==> config.mk <==
export PLATFORM = sky130hd
export DESIGN_NAME = term_char_engine_flat
export DESIGN_NICKNAME = d
export VERILOG_FILES = /design/src/rtl/term_char_engine_if.sv /design/src/rtl/term_char_engine.sv /design/src/flat_wrapper.sv
export SDC_FILE = /design/constraint.sdc
export NUM_CORES = 1
export LEC_CHECK = 0
export ABC_AREA = 1
export ABC_CLOCK_PERIOD_IN_PS = 3580
export CAP_MARGIN = 30
export CORE_AREA = 2 2 108 84
export CTS_CLUSTER_SIZE = 20
export DETAILED_ROUTE_END_ITERATION = 12
export DIE_AREA = 0 0 110 86
export GPL_ROUTABILITY_DRIVEN = 0
export GPL_TIMING_DRIVEN = 0
export PLACE_DENSITY_LB_ADDON = 0.15
export SLEW_MARGIN = 20
export SYNTH_ARGS = -nofsm -noshare
export SYNTH_HDL_FRONTEND = slang
export SYNTH_SLANG_ARGS = --single-unit
==> constraint.sdc <==
create_clock -name clk100 -period 3.58 [get_ports clk100]
set_clock_uncertainty 0.2 [all_clocks]
set_input_delay 0.716 -clock clk100 [delete_from_list [all_inputs] [get_ports clk100]]
set_output_delay 0.716 -clock clk100 [all_outputs]
set_load 0.005 [all_outputs]
==> src/rtl/term_char_engine_if.sv <==
// ------------------------------------------------------------------
// term_char_engine_if : byte input and display command bus
// Rev 1.0
// ------------------------------------------------------------------
`default_nettype none

interface term_char_engine_if;
  logic [7:0]  rx_data;
  logic        rx_valid;
  logic        rx_ready;
  logic [10:0] cursor;
  logic        wr_start;
  logic [10:0] wr_begin;
  logic [10:0] wr_end;
  logic [7:0]  wr_data;
  logic [7:0]  wr_offset;
  logic        wr_complete;

  modport master (
    input  rx_data, rx_valid, wr_complete,
    output rx_ready, cursor, wr_start, wr_begin, wr_end, wr_data, wr_offset
  );

  modport slave (
    output rx_data, rx_valid, wr_complete,
    input  rx_ready, cursor, wr_start, wr_begin, wr_end, wr_data, wr_offset
  );
endinterface

`default_nettype wire

==> src/rtl/term_char_engine.sv <==
// ------------------------------------------------------------------
// term_char_engine : interprets a terminal byte stream into cursor
//                    moves and fill/copy commands for a text display
// Rev 1.0
// ------------------------------------------------------------------
`default_nettype none

module term_char_engine #(
  parameter int         COLS  = 80,
  parameter int         ROWS  = 25,
  parameter logic [7:0] BLANK = 8'h20
) (
  input  wire logic               clk100,
  input  wire logic               rst,
  term_char_engine_if.master      bus
);

  localparam int ROW_W = (ROWS > 1) ? $clog2(ROWS) : 1;
  localparam int COL_W = (COLS > 1) ? $clog2(COLS) : 1;

  localparam logic [ROW_W-1:0] LAST_ROW   = ROW_W'(ROWS - 1);
  localparam logic [COL_W-1:0] LAST_COL   = COL_W'(COLS - 1);
  localparam logic [10:0]      CELLS      = 11'(COLS * ROWS);
  localparam logic [10:0]      LAST_BASE  = 11'(COLS * (ROWS - 1));
  localparam logic [10:0]      COLS_C     = 11'(COLS);
  localparam logic [10:0]      COLS_M1    = 11'(COLS - 1);
  localparam logic [7:0]       ROW_OFFSET = 8'(COLS);

  typedef enum logic [2:0] {
    IDLE      = 3'd0,
    CMD       = 3'd1,
    WAIT      = 3'd2,
    SCRL_CPY  = 3'd3,
    SCRL_WAIT = 3'd4,
    FILL      = 3'd5,
    FILL_WAIT = 3'd6
  } state_t;

  state_t            state_q,     state_d;
  logic [ROW_W-1:0]  row_q,       row_d;
  logic [COL_W-1:0]  col_q,       col_d;
  logic [10:0]       cursor_q,    cursor_d;
  logic              rx_ready_q,  rx_ready_d;
  logic              wr_start_q,  wr_start_d;
  logic [10:0]       wr_begin_q,  wr_begin_d;
  logic [10:0]       wr_end_q,    wr_end_d;
  logic [7:0]        wr_data_q,   wr_data_d;
  logic [7:0]        wr_offset_q, wr_offset_d;

  logic              accept;
  logic              is_print;
  logic [7:0]        rx_byte;

  assign rx_byte  = bus.rx_data;
  assign accept   = bus.rx_valid && rx_ready_q;
  assign is_print = (rx_byte >= 8'h20) && (rx_byte <= 8'h7E);

  always_comb begin
    state_d     = state_q;
    row_d       = row_q;
    col_d       = col_q;
    cursor_d    = cursor_q;
    wr_start_d  = 1'b0;
    wr_begin_d  = wr_begin_q;
    wr_end_d    = wr_end_q;
    wr_data_d   = wr_data_q;
    wr_offset_d = wr_offset_q;

    // Commands are loaded on the edge that enters the issue state, so
    // wr_start and wr_* are visible together during that state.
    unique case (state_q)
      IDLE: begin
        if (accept) begin
          if (is_print) begin
            wr_begin_d  = cursor_q;
            wr_end_d    = cursor_q + 11'd1;
            wr_data_d   = rx_byte;
            wr_offset_d = 8'd0;
            wr_start_d  = 1'b1;
            state_d     = CMD;
          end else begin
            unique case (rx_byte)
              8'h0D: begin
                col_d    = '0;
                cursor_d = cursor_q - 11'(col_q);
              end
              8'h0A: begin
                if (row_q < LAST_ROW) begin
                  row_d    = row_q + 1'b1;
                  cursor_d = cursor_q + COLS_C;
                end else begin
                  wr_begin_d  = 11'd0;
                  wr_end_d    = LAST_BASE;
                  wr_offset_d = ROW_OFFSET;
                  wr_start_d  = 1'b1;
                  state_d     = SCRL_CPY;
                end
              end
              8'h08: begin
                if (col_q != '0) begin
                  col_d    = col_q - 1'b1;
                  cursor_d = cursor_q - 11'd1;
                end
              end
              8'h0C: begin
                row_d       = '0;
                col_d       = '0;
                cursor_d    = 11'd0;
                wr_begin_d  = 11'd0;
                wr_end_d    = CELLS;
                wr_data_d   = BLANK;
                wr_offset_d = 8'd0;
                wr_start_d  = 1'b1;
                state_d     = FILL;
              end
              default: ;
            endcase
          end
        end
      end

      CMD: state_d = WAIT;

      WAIT: begin
        if (bus.wr_complete) begin
          if (col_q < LAST_COL) begin
            col_d    = col_q + 1'b1;
            cursor_d = cursor_q + 11'd1;
            state_d  = IDLE;
          end else if (row_q < LAST_ROW) begin
            col_d    = '0;
            row_d    = row_q + 1'b1;
            cursor_d = cursor_q + 11'd1;
            state_d  = IDLE;
          end else begin
            // Wrote the last cell: cursor to start of the bottom row, then scroll.
            col_d       = '0;
            cursor_d    = cursor_q - COLS_M1;
            wr_begin_d  = 11'd0;
            wr_end_d    = LAST_BASE;
            wr_offset_d = ROW_OFFSET;
            wr_start_d  = 1'b1;
            state_d     = SCRL_CPY;
          end
        end
      end

      SCRL_CPY: state_d = SCRL_WAIT;

      SCRL_WAIT: begin
        if (bus.wr_complete) begin
          wr_begin_d  = LAST_BASE;
          wr_end_d    = CELLS;
          wr_data_d   = BLANK;
          wr_offset_d = 8'd0;
          wr_start_d  = 1'b1;
          state_d     = FILL;
        end
      end

      FILL: state_d = FILL_WAIT;

      FILL_WAIT: begin
        if (bus.wr_complete) begin
          state_d = IDLE;
        end
      end

      default: state_d = IDLE;
    endcase

    rx_ready_d = (state_d == IDLE);
  end

  always_ff @(posedge clk100) begin
    if (rst) begin
      state_q     <= IDLE;
      row_q       <= '0;
      col_q       <= '0;
      cursor_q    <= 11'd0;
      rx_ready_q  <= 1'b1;
      wr_start_q  <= 1'b0;
      wr_begin_q  <= 11'd0;
      wr_end_q    <= 11'd0;
      wr_data_q   <= 8'd0;
      wr_offset_q <= 8'd0;
    end else begin
      state_q     <= state_d;
      row_q       <= row_d;
      col_q       <= col_d;
      cursor_q    <= cursor_d;
      rx_ready_q  <= rx_ready_d;
      wr_start_q  <= wr_start_d;
      wr_begin_q  <= wr_begin_d;
      wr_end_q    <= wr_end_d;
      wr_data_q   <= wr_data_d;
      wr_offset_q <= wr_offset_d;
    end
  end

  assign bus.rx_ready  = rx_ready_q;
  assign bus.cursor    = cursor_q;
  assign bus.wr_start  = wr_start_q;
  assign bus.wr_begin  = wr_begin_q;
  assign bus.wr_end    = wr_end_q;
  assign bus.wr_data   = wr_data_q;
  assign bus.wr_offset = wr_offset_q;

endmodule

`default_nettype wire

==> src/flat_wrapper.sv <==
// flat-port wrapper written by rule: the top's interface ports become plain ports
module term_char_engine_flat 
#(
  parameter int         COLS  = 80,
  parameter int         ROWS  = 25,
  parameter logic [7:0] BLANK = 8'h20
)
  (clk100, rst, bus_rx_data, bus_rx_valid, bus_wr_complete, bus_rx_ready, bus_cursor, bus_wr_start, bus_wr_begin, bus_wr_end, bus_wr_data, bus_wr_offset);
  term_char_engine_if bus_i ();
  input  wire logic clk100;
  input  wire logic rst;
  input wire logic [$bits(bus_i.rx_data)-1:0] bus_rx_data;
  input wire logic [$bits(bus_i.rx_valid)-1:0] bus_rx_valid;
  input wire logic [$bits(bus_i.wr_complete)-1:0] bus_wr_complete;
  output wire logic [$bits(bus_i.rx_ready)-1:0] bus_rx_ready;
  output wire logic [$bits(bus_i.cursor)-1:0] bus_cursor;
  output wire logic [$bits(bus_i.wr_start)-1:0] bus_wr_start;
  output wire logic [$bits(bus_i.wr_begin)-1:0] bus_wr_begin;
  output wire logic [$bits(bus_i.wr_end)-1:0] bus_wr_end;
  output wire logic [$bits(bus_i.wr_data)-1:0] bus_wr_data;
  output wire logic [$bits(bus_i.wr_offset)-1:0] bus_wr_offset;
  assign bus_i.rx_data = bus_rx_data;
  assign bus_i.rx_valid = bus_rx_valid;
  assign bus_i.wr_complete = bus_wr_complete;
  assign bus_rx_ready = bus_i.rx_ready;
  assign bus_cursor = bus_i.cursor;
  assign bus_wr_start = bus_i.wr_start;
  assign bus_wr_begin = bus_i.wr_begin;
  assign bus_wr_end = bus_i.wr_end;
  assign bus_wr_data = bus_i.wr_data;
  assign bus_wr_offset = bus_i.wr_offset;
  term_char_engine #(.COLS(COLS), .ROWS(ROWS), .BLANK(BLANK)) u_core (.clk100(clk100), .rst(rst), .bus(bus_i));
endmodule
==> run_results.csv <==
group,metric,value,unit
outcome,status,"finished clean",
synthesis,synthFlopType,"dfxtp_1",
synthesis,yosysUniqueCellTypes,39,
die,rows,29,
synthesis,yosysTopAreaCell,"dfxtp_1",
clock_network,cts_tree,"built",
synthesis,synth_nets,751,
sta,drv_slew,0,
global_routing,antenna_found_initial,0,
power_and_ir_drop,p_clk_frac,0.242,
synthesis,synth_edf_count,0,
worst_setup_path,cp_data_required_time,3670,ps
route,avgViaCountPerCell,5.575,
synthesis,yosys-top-cells-area,"dfxtp_1, nand2_1, nor2_1",
global_routing,grt_max_degree,13,
sta,finalSetupViolCount,0,
synthesis,synth_area,0.004464,sq mm
sta,fin_crit_sh,0.9382,
placed_design,portBuffers,61,
sta,worst_pin_slew,678.8,ps
worst_setup_path,cp_common_cell,"nand2_1",
worst_setup_path,r2r_slack,1050,ps
power_and_ir_drop,p_leak,0.002418,uW
synthesis,syn_area_per_cell,6.192,sq um
sta,period_needed,3359,ps
power_and_ir_drop,max-vdd-ir-drop,0.3289,mV
global_routing,overflow,0,
finish,drive_above_1_share,0.07143,
clock_network,cts.path.max_buffers,2,
route,wl_per_cell,14.88,um
clock_network,post_cts_buffers,0,
synthesis,synthCells,721,
synthesis,synth_top_area_frac,0.2960,
finish,regArea,0.001321,sq mm
global_routing,first_global_vias,4452,
route,num_vias,5051,
route,drt_wl_total,13.48,mm
worst_hold_path,hold_path_class,"reg2reg",
sta,max-slew-margin-rel,0.5475,
sta,fmax,0.2977,GHz
clock_network,cts_hold_repair.buffers,0,
worst_setup_path,critPathSlowestCell,"clkdlybuf4s50_1",
synthesis,ys_warn_count,0,
power_and_ir_drop,power_frac_seq,0.293,
worst_setup_path,cp-start-kind,"input pin",
clock_network,htree_levels,3,
finish,post-route-util,0.6549,
worst_setup_path,path_max_fanout,6,
clock_network,cts_buffers,9,
power_and_ir_drop,combPwrFrac,0.465,
worst_setup_path,crit_path_end_kind,"flip-flop",
synthesis,ys_top_cells_by_count,"nand2_1, nor2_1, dfxtp_1, nand3_1, inv_1",
die,core,0.008309,sq mm
synthesis,synth_seq_cells,66,
power_and_ir_drop,internal_power,1769,uW
die,io_pins,63,
global_routing,grt_pass1_wl,21.56,mm
die,initial_utilization,0.5373,
worst_setup_path,cp_cell_sequence,"clkdlybuf4s50_1 > nor2_1 > nand2_1 > nor2_1 > inv_1 > nand2_1 > ha_1 > fa_1 > inv_1 > nand3_1 > nand2_1 > nand3_2 > nand3_1 > nand2_1 > o21ai_0 > nand3_1 > a21oi_1",
sta,rsz0062_at_grt,"false",
route,drtPass1Iterations,7,
route,drc,0,
clock_network,cts_sinks,66,
synthesis,yosys.cell_count.top_type,"nand2_1",
sta,hold_viol,0,
global_routing,grtUsageTotal,0.2944,
route,route.antenna.remaining_nets,0,
synthesis,synth_seq_area_share,0.2960,
sta,setup_slack,221.2,ps
synthesis,ys_async_sr_fraction,0,
finish,fillers,762,
die,fp.dieH,86,um
finish,multi_input_area,0.002769,sq mm
job,maxCapViolations,0,
clock_network,cts-root-buf,"clkbuf_8",
worst_setup_path,crit_arrival,3450,ps
clock_network,clock_latency,370,ps
power_and_ir_drop,p_per_area,562.0,mW/mm^2
die,die-area,0.009460,sq mm
worst_setup_path,critPathKind,"in2reg",
worst_setup_path,cpPeakStageDelay,520,ps
placed_design,dp_hpwl,9.891,mm
clock_network,clk_pin_slew_worst_paths,80,ps
power_and_ir_drop,p_switching,1289,uW
finish,syn_to_final_growth,21.89,%
finish,antenna_cells,0,
finish,final_nets,823,
power_and_ir_drop,switching_share,0.4214,
die,die_w,110,um
route,drt-initial-drc-count,436,
placed_design,place_ws,-123.1,ps
## per-stage QoR
step	TNS (ps)	total power, uW	hold WS, ps	cells	area [sq um]
2_1_floorplan	0	1896	234.4	721	4464
3_3_place_gp	-118.1	2247	227.1	890	5210
3_5_place_dp	-388.1	2291	229.6	890	5210
4_1_cts	0	3027	246.7	906	5436
5_1_grt	0	3271	271.3	906	5441
6_report	0	3058	254.2	906	5441
## layer usage
layer | GRT usage | routed length [um] | vias to the layer above
li1 | - | - | 2473
met1 | 0.4153 | 6124 | 2291
met2 | 0.4467 | 5905 | 259
met3 | 0.06687 | 1186 | 28
met4 | 0.08631 | 263 | 0
met5 | 0 | 0 | -
## what timing repair did
action,4_1_cts,5_1_grt
setup endpoints to repair,0,1
resized for setup,0,1
hold endpoints to repair,0,0
## kinds of logic after synthesis
family                     after synthesis  share of synthesized area
adders and majority gates               18                    0.05213
AOI/OAI and AO/OA                      118                     0.1379
and+or+nand+nor                        404                     0.3896
xor gates and xnor gates                19                    0.03728
muxes                                    1                   0.002242
DFF                                     66                     0.2960
buffers and inverters                   95                    0.08492
## cells in the final DEF (no fill, tap or decap), types with 4 or more instances in the layout
cell type / Yosys / layout
nand2_1: 190 / 190
nor2_1: 117 / 117
dfxtp_1: 66 / 66
clkdlybuf4s50_1: 0 / 61
nand3_1: 60 / 59
inv_1: 58 / 58
a21oi_1: 44 / 44
o21ai_0: 37 / 37
o21ai_1: 24 / 24
ha_1: 17 / 17
clkbuf_1: 16 / 16
inv_2: 13 / 13
xor2_1: 11 / 11
nor3_1: 10 / 10
clkbuf_8: 0 / 10
xnor2_1: 8 / 8
o22ai_1: 7 / 7
nor2_4: 6 / 6
nand2_2: 5 / 5
nand4_1: 5 / 5
buf_2: 4 / 4
## registers in the layout, indices dropped and copies added (netlist names)
| signal | cells |
|---|---|
| u_core.bus.cursor | 11 |
| u_core.bus.rx_ready | 1 |
| u_core.bus.wr_begin | 11 |
| u_core.bus.wr_data | 8 |
| u_core.bus.wr_end | 11 |
| u_core.bus.wr_offset | 8 |
| u_core.bus.wr_start | 1 |
| u_core.col_q | 7 |
| u_core.row_q | 5 |
| u_core.state_q | 3 |
## final cells by class
type / count / share of cell area
clock inverters: 6 / 0.01633
plain buffers: 22 / 0.01885
repair buffers: 61 / 0.1122
inverters: 73 / 0.05082
multi-input cells: 560 / 0.5089
well taps: 108 / 0.02483
flip-flops and latches: 66 / 0.2428
clock buffers: 10 / 0.02529
## power by group through the flow
stage,combinational (uW),sequential [uW],clock [uW]
2_1_floorplan,995,900,0
3_3_place_gp,1340,907,0
3_5_place_dp,1380,910,0
4_1_cts,1390,894,745
5_1_grt,1590,907,775
6_report,1420,896,739
## critical path, delay by kind of cell
| family | cells | cell delay, ps |
|---|---|---|
| and+or+nand+nor | 10 | 1070 |
| buffers and inverters | 3 | 760 |
| AOI/OAI and AO/OA | 2 | 280 |
| adders and majority gates | 2 | 630 |
## final timing paths
kind,end,startpoint,depth (start not counted)
min reg2reg,u_core.bus.wr_offset[2]$_SDFFE_PP0P_,u_core.bus.wr_offset[2]$_SDFFE_PP0P_,2
min,u_core.bus.wr_offset[2]$_SDFFE_PP0P_,u_core.bus.wr_offset[2]$_SDFFE_PP0P_,2
max reg2reg,u_core.bus.wr_begin[6]$_SDFFE_PP0P_,u_core.row_q[4]$_SDFFE_PP0P_,12
max,u_core.bus.cursor[8]$_SDFFE_PP0P_,bus_rx_data[5],17
Note: power is estimated with default switching activity, not from simulation.
